File: config.mk
export PLATFORM = sky130hd
export DESIGN_NAME = alu_issue_ctrl
export DESIGN_NICKNAME = d
export VERILOG_FILES = /design/src/rtl/alu_pkg.sv /design/src/rtl/alu_cmd_fifo.sv /design/src/rtl/alu_issue_ctrl.sv
export SDC_FILE = /design/constraint.sdc
export NUM_CORES = 1
export LEC_CHECK = 0
export ABC_AREA = 0
export BUFFER_PORTS_ARGS = -buffer_cell sky130_fd_sc_hd__buf_4
export CAP_MARGIN = 10
export CORE_MARGIN = 1
export CORE_UTILIZATION = 50
export CTS_BUF_LIST = sky130_fd_sc_hd__clkbuf_8
export CTS_CLUSTER_SIZE = 16
export DETAILED_ROUTE_END_ITERATION = 8
export GPL_TIMING_DRIVEN = 0
export PLACE_DENSITY_LB_ADDON = 0.08
export SLEW_MARGIN = 40
export SYNTH_ARGS = -nofsm -noshare
export SYNTH_HDL_FRONTEND = slang
export SYNTH_SLANG_ARGS = --single-unit
File: constraint.sdc
create_clock -name clk -period 11.68 [get_ports clk]
set_input_delay 0.584 -clock clk [delete_from_list [all_inputs] [get_ports clk]]
set_output_delay 0.584 -clock clk [all_outputs]
set_load 0.01 [all_outputs]
File: src/rtl/alu_pkg.sv
// Shared definitions for the ALU issue controller: select codes,
// FSM state encoding and the select legality check.
package alu_pkg;

    localparam logic [3:0] ALU_AND  = 4'b0000;
    localparam logic [3:0] ALU_OR   = 4'b0001;
    localparam logic [3:0] ALU_ADD  = 4'b0010;
    localparam logic [3:0] ALU_SUB  = 4'b0011;
    localparam logic [3:0] ALU_MUL  = 4'b0100;
    localparam logic [3:0] ALU_DIV  = 4'b0101;
    localparam logic [3:0] ALU_SHL  = 4'b0110;
    localparam logic [3:0] ALU_SHR  = 4'b0111;
    localparam logic [3:0] ALU_ROL  = 4'b1000;
    localparam logic [3:0] ALU_ROR  = 4'b1001;
    localparam logic [3:0] ALU_NOR  = 4'b1010;
    localparam logic [3:0] ALU_NAND = 4'b1011;
    localparam logic [3:0] ALU_XOR  = 4'b1100;
    localparam logic [3:0] ALU_XNOR = 4'b1101;

    localparam logic [1:0] ST_IDLE = 2'd0;
    localparam logic [1:0] ST_EXEC = 2'd1;
    localparam logic [1:0] ST_RESP = 2'd2;

    // Codes 1110 and 1111 are unassigned.
    function automatic logic sel_is_legal(input logic [3:0] sel);
        return sel <= ALU_XNOR;
    endfunction

endpackage

File: src/rtl/alu_cmd_fifo.sv
// Synchronous command FIFO, asynchronous active-high reset.
// Ports: clk, rst, i_push/i_wdata, i_pop/o_rdata (show-ahead), o_full, o_empty.
module alu_cmd_fifo
    import alu_pkg::*;
#(
    parameter int W     = 132,
    parameter int DEPTH = 4
) (
    input  logic         clk,
    input  logic         rst,
    input  logic         i_push,
    input  logic [W-1:0] i_wdata,
    input  logic         i_pop,
    output logic [W-1:0] o_rdata,
    output logic         o_full,
    output logic         o_empty
);

    localparam int AW = $clog2(DEPTH);

    logic [W-1:0] r_mem [DEPTH];
    logic [AW:0]  r_wptr;
    logic [AW:0]  r_rptr;
    logic         w_do_push;
    logic         w_do_pop;

    // Extra pointer MSB distinguishes full from empty when the
    // lower index bits match.
    assign o_full  = (r_wptr[AW] != r_rptr[AW]) &&
                     (r_wptr[AW-1:0] == r_rptr[AW-1:0]);
    assign o_empty = (r_wptr == r_rptr);

    // A full FIFO refuses a push even when a pop happens alongside.
    assign w_do_push = i_push && !o_full;
    assign w_do_pop  = i_pop && !o_empty;

    always_ff @(posedge clk or posedge rst) begin
        if (rst) begin
            r_wptr <= '0;
            r_rptr <= '0;
        end else begin
            if (w_do_push) r_wptr <= r_wptr + 1'b1;
            if (w_do_pop)  r_rptr <= r_rptr + 1'b1;
        end
    end

    always_ff @(posedge clk) begin
        if (w_do_push) r_mem[r_wptr[AW-1:0]] <= i_wdata;
    end

    assign o_rdata = r_mem[r_rptr[AW-1:0]];

endmodule

File: src/rtl/alu_issue_ctrl.sv
// Issue controller for the combinational ALU: buffers requests, drives
// registered operands, returns result with zero/error flags in order.
// Ports: req_* request handshake, alu_* ALU connection, rsp_* response
// handshake. Optional macro ALU_ISSUE_STATS_EN adds stat_ops/stat_errs.
module alu_issue_ctrl
    import alu_pkg::*;
#(
    parameter int WIDTH = 64,
    parameter int DEPTH = 4
) (
    input  logic             clk,
    input  logic             rst,
    input  logic             req_valid,
    output logic             req_ready,
    input  logic [WIDTH-1:0] req_op1,
    input  logic [WIDTH-1:0] req_op2,
    input  logic [3:0]       req_sel,
    output logic [WIDTH-1:0] alu_op1,
    output logic [WIDTH-1:0] alu_op2,
    output logic [3:0]       alu_sel,
    input  logic [WIDTH-1:0] alu_out,
    output logic             rsp_valid,
    input  logic             rsp_ready,
    output logic [WIDTH-1:0] rsp_data,
    output logic             rsp_zero,
    output logic             rsp_err
`ifdef ALU_ISSUE_STATS_EN
    ,
    output logic [31:0]      stat_ops,
    output logic [15:0]      stat_errs
`endif
);

    localparam int EW = 2 * WIDTH + 4;

    logic [EW-1:0]    w_wdata;
    logic [EW-1:0]    w_rdata;
    logic             w_full;
    logic             w_empty;
    logic             w_push;
    logic             w_pop;
    logic [WIDTH-1:0] w_head_op1;
    logic [WIDTH-1:0] w_head_op2;
    logic [3:0]       w_head_sel;
    logic             w_legal;

    logic [1:0]       r_state;
    logic             r_avail;
    logic [WIDTH-1:0] r_alu_op1;
    logic [WIDTH-1:0] r_alu_op2;
    logic [3:0]       r_alu_sel;
    logic [WIDTH-1:0] r_rsp_data;
    logic             r_rsp_zero;
    logic             r_rsp_err;
    logic             r_rsp_valid;

    assign req_ready = !w_full;
    assign w_push    = req_valid && req_ready;
    assign w_wdata   = {req_op1, req_op2, req_sel};

    alu_cmd_fifo #(
        .W     (EW),
        .DEPTH (DEPTH)
    ) u_fifo (
        .clk     (clk),
        .rst     (rst),
        .i_push  (w_push),
        .i_wdata (w_wdata),
        .i_pop   (w_pop),
        .o_rdata (w_rdata),
        .o_full  (w_full),
        .o_empty (w_empty)
    );

    assign w_head_op1 = w_rdata[EW-1 -: WIDTH];
    assign w_head_op2 = w_rdata[WIDTH+3 -: WIDTH];
    assign w_head_sel = w_rdata[3:0];

    assign w_legal = sel_is_legal(w_head_sel) &&
                     !((w_head_sel == ALU_DIV) && (w_head_op2 == '0));

    // r_avail is a registered copy of !empty, so a new entry is seen by
    // the FSM one cycle after its push. Pops only happen in IDLE and
    // IDLE is always left for at least one cycle afterwards, so the
    // copy is up to date whenever the FSM next consults it.
    assign w_pop = (r_state == ST_IDLE) && r_avail;

    always_ff @(posedge clk or posedge rst) begin
        if (rst) begin
            r_state     <= ST_IDLE;
            r_avail     <= 1'b0;
            r_alu_op1   <= '0;
            r_alu_op2   <= '0;
            r_alu_sel   <= '0;
            r_rsp_data  <= '0;
            r_rsp_zero  <= 1'b0;
            r_rsp_err   <= 1'b0;
            r_rsp_valid <= 1'b0;
        end else begin
            r_avail <= !w_empty;
            case (r_state)
                ST_IDLE: begin
                    if (r_avail) begin
                        if (w_legal) begin
                            r_alu_op1 <= w_head_op1;
                            r_alu_op2 <= w_head_op2;
                            r_alu_sel <= w_head_sel;
                            r_state   <= ST_EXEC;
                        end else begin
                            r_rsp_data  <= '0;
                            r_rsp_zero  <= 1'b0;
                            r_rsp_err   <= 1'b1;
                            r_rsp_valid <= 1'b1;
                            r_state     <= ST_RESP;
                        end
                    end
                end
                ST_EXEC: begin
                    r_rsp_data  <= alu_out;
                    r_rsp_zero  <= (alu_out == '0);
                    r_rsp_err   <= 1'b0;
                    r_rsp_valid <= 1'b1;
                    r_state     <= ST_RESP;
                end
                ST_RESP: begin
                    if (rsp_ready) begin
                        r_rsp_valid <= 1'b0;
                        r_state     <= ST_IDLE;
                    end
                end
                default: begin
                    r_rsp_valid <= 1'b0;
                    r_state     <= ST_IDLE;
                end
            endcase
        end
    end

    assign alu_op1   = r_alu_op1;
    assign alu_op2   = r_alu_op2;
    assign alu_sel   = r_alu_sel;
    assign rsp_valid = r_rsp_valid;
    assign rsp_data  = r_rsp_data;
    assign rsp_zero  = r_rsp_zero;
    assign rsp_err   = r_rsp_err;

`ifdef ALU_ISSUE_STATS_EN
    logic [31:0] r_stat_ops;
    logic [15:0] r_stat_errs;
    logic        w_err_enter;

    assign w_err_enter = (r_state == ST_IDLE) && r_avail && !w_legal;

    // Both counters step on the cycle the FSM moves into RESP.
    always_ff @(posedge clk or posedge rst) begin
        if (rst) begin
            r_stat_ops  <= '0;
            r_stat_errs <= '0;
        end else begin
            if ((r_state == ST_EXEC) && (r_stat_ops != '1))
                r_stat_ops <= r_stat_ops + 32'd1;
            if (w_err_enter && (r_stat_errs != '1))
                r_stat_errs <= r_stat_errs + 16'd1;
        end
    end

    assign stat_ops  = r_stat_ops;
    assign stat_errs = r_stat_errs;
`else
    // Statistics counters are not built in this configuration.
`endif

endmodule

==> metrics.yaml <==
p_sw_mw: 2.90
initial_core_util_pct: 51.0
synth_compound_area_share_pct: 2.26
post-route-drc-count: 42
fin_worst_skew_ns: 0.0225
power_density_nw_per_um2: 276
synth_most_common_cell: "edfxtp_1"
synth_edf_count: 528
synthAdderAreaFrac_pct: 0.232
worst_ep_required_time_ns: 12.25
report.final.setup_viol: 0
grt-ovfl-total: 0
rsz0062_at_grt: "no"
yosysSeqAreaShare_pct: 78.1
wl_per_cell_um: 24.1
fin_setup_tns_ns: 0
clkSinkCount: 736
whs_ns: 0.0740
ir_drop_mv: 0.137
grt_usage_pct: 22.7
die-area_um2: 54800
synth-simple-area-share_pct: 1.51
rows: 84
cp_data_arrival_time_ns: 5.22
yosys_warnings: 0
io_buffers: 399
die_w_um: 234
vias: 14000
seq_power_share_pct: 42.3
htree_levels: 3
synth_top_family_by_area: "multiplexers"
yosys-top-cells-area: "edfxtp_1 59%, dfrtp_1 19%, mux4_2 11%"
swShare_pct: 31.3
drt-initial-drc-count: 858
synthesis.nets: 1421
ys.flop_type: "edfxtp_1"
final_layout_size_suffix_gt1_share_pct: 44.1
cp_max_fo: 10
pwr-share-clk_pct: 23.1
report.final.slew_viol_count: 0
grt_pass1_vias: 14600
clk_pin_slew_ns: 0.06
cap_violations: 0
finalCriticalPeriod_ns: 4.65
critPathLaunchType: "register"
hold_violations: 0
synthTopCellsByCount: "528 x edfxtp_1, 208 x dfrtp_1, 132 x mux4_2"
power_leakage_nw: 12.9
core_area_um2: 52900
avgViaCountPerCell: 5.47
syn_to_final_growth_pct: 25.0
outcome: "complete, but fails checks"
insertion_delay_ns: 0.71
synth_seq_cells: 736
synthDistinctLibCells: 37
synth_xor_xnor_area_share_pct: 0.227
power_mw: 9.29
ant_nets: 0
die_y_um: 234
critPathKind: "register to register"
intPower_mw: 6.38
syn-cell-area_um2: 26900
clock-root-buffer: "clkbuf_8"
violations: "DRC"
slew-limit-headroom_pct: 43.9
synth.avg_cell_area_um2: 22.2
antenna_found_initial: 5
synth_cells: 1216
n_fill_cell: 3820
grt_max_degree: 79
grt_pass1_wl_mm: 90.0
combPwrFrac_pct: 34.6
cts-buffers-inserted: 118
crit_path_end_kind: "register"
hold_path_class: "input port to register"
worst_pin_slew_ns: 0.842
num-nets-final: 1963
first_pass_iters: 7
synth.mux.area_fraction_pct: 16.6
cts.path.max_buffers: 3
routed_wl_mm: 61.6
yosysTopAreaCell: "edfxtp_1"
cts_tree: "done"
synthDominantCellAreaShare_pct: 58.8
dp_hpwl_mm: 41.1
io_pins: 400
fin_crit_sh_pct: 39.8
synth-async-reset-ratio_pct: 28.3
place.gp.congestion: 0.807
fmax_mhz: 215
-- cell type report --
class	count	area, um^2	area share [%]
Clock buffer	153	2110	6.25
Sequential cell	736	21100	62.5
Inverter	6	30.0	0.0891
Antenna cell	4	10.0	0.0297
Clock inverter	69	287	0.850
Tap cell	688	861	2.55
Buffer	58	264	0.783
Multi-Input combinational cell	416	5630	16.7
Timing Repair Buffer	422	3450	10.2
-- stage by stage --
stage          instances  util, %  setup WS [ns]  instance area [um^2]
4_1_cts             2548     63.7           6.98                 33700
6_report            2552     63.7           7.03                 33700
3_3_place_gp        2303     58.3           2.10                 30800
2_1_floorplan       1216        -           5.42                 26900
3_5_place_dp        2323     59.1           6.99                 31300
5_1_grt             2551     63.7           6.84                 33700
-- flip-flops by register name (all words and copies together), names as in the netlist --
register and cells:
u_fifo.r_mem 528, u_fifo.r_rptr 3, alu_op2 64, rsp_data 64, r_state 2, u_fifo.r_wptr 3
alu_op1 64, rsp_zero 1, alu_sel 4, rsp_err 1, r_avail 1, rsp_valid 1
-- timing repair --
item                                   CTS  global route
gates resized for setup                  0             0
buffers inserted                         0             0
endpoints found under the hold margin  145             0
hold buffers                             3             0
-- layout by cell type, fill, tap and decap left out, drive strengths merged, types with 7 or more instances in the layout --
| cell type | instances |
|---|---|
| clkinv | 11 |
| clkbuf | 181 |
| inv | 62 |
| nand2 | 7 |
| edfxtp | 528 |
| mux2 | 133 |
| a22o | 64 |
| dfrtp | 208 |
| nor4 | 31 |
| mux4 | 132 |
| buf | 449 |
-- routing by layer --
layer / wire (um) / GRT usage (%) / up-vias
met4: 1530 / 7.53 / 4
met1: 24700 / 29.5 / 7354
met5: 22 / 0 / -
met2: 31000 / 36.7 / 375
met3: 4340 / 6.79 / 113
li1: - / - / 6117
-- cell families after synthesis --
group / count (synthesis)
compound gates: 71
xor+xnor: 7
fa+ha+maj: 5
buf+inv: 64
flops: 736
mux: 265
simple gates: 68
-- power groups by stage --
stage / clock [mW] / sequential (mW) / combinational, mW
3_5_place_dp: 0 / 3.98 / 3.28
3_3_place_gp: 0 / 4.08 / 3.15
2_1_floorplan: 0 / 4.13 / 1.73
6_report: 2.15 / 3.93 / 3.21
5_1_grt: 2.31 / 3.99 / 3.47
4_1_cts: 2.21 / 3.93 / 3.29
-- worst paths after layout --
| kind | slack [ns] | start | end | depth (start not counted) |
|---|---|---|---|---|
| worst max-delay path | 7.03 | u_fifo.r_rptr[1] | alu_op2[42] | 10 |
| worst max register to register | 7.03 | u_fifo.r_rptr[1] | alu_op2[42] | 10 |
| worst min-delay path | 0.07 | req_op1[33] | u_fifo.r_mem[0][101] | 1 |
| worst min register to register | 0.48 | u_fifo.r_wptr[2] | u_fifo.r_wptr[2] | 1 |
| min in group asynchronous | 0.36 | rst | rsp_data[48] | 3 |
| max in group asynchronous | 10.35 | rst | alu_op2[3] | 5 |
-- worst max-delay path: stages (launching register included) --
cell	delay (ns)
dfrtp_1	0.34
clkbuf_1	0.38
clkbuf_1	0.69
mux4_2	0.44
nor4_1	0.62
nand4_1	0.33
nor3_2	0.47
a21oi_2	0.30
buf_4	0.26
buf_2	0.30
mux2_1	0.38
(Power assumes the default switching activity.)
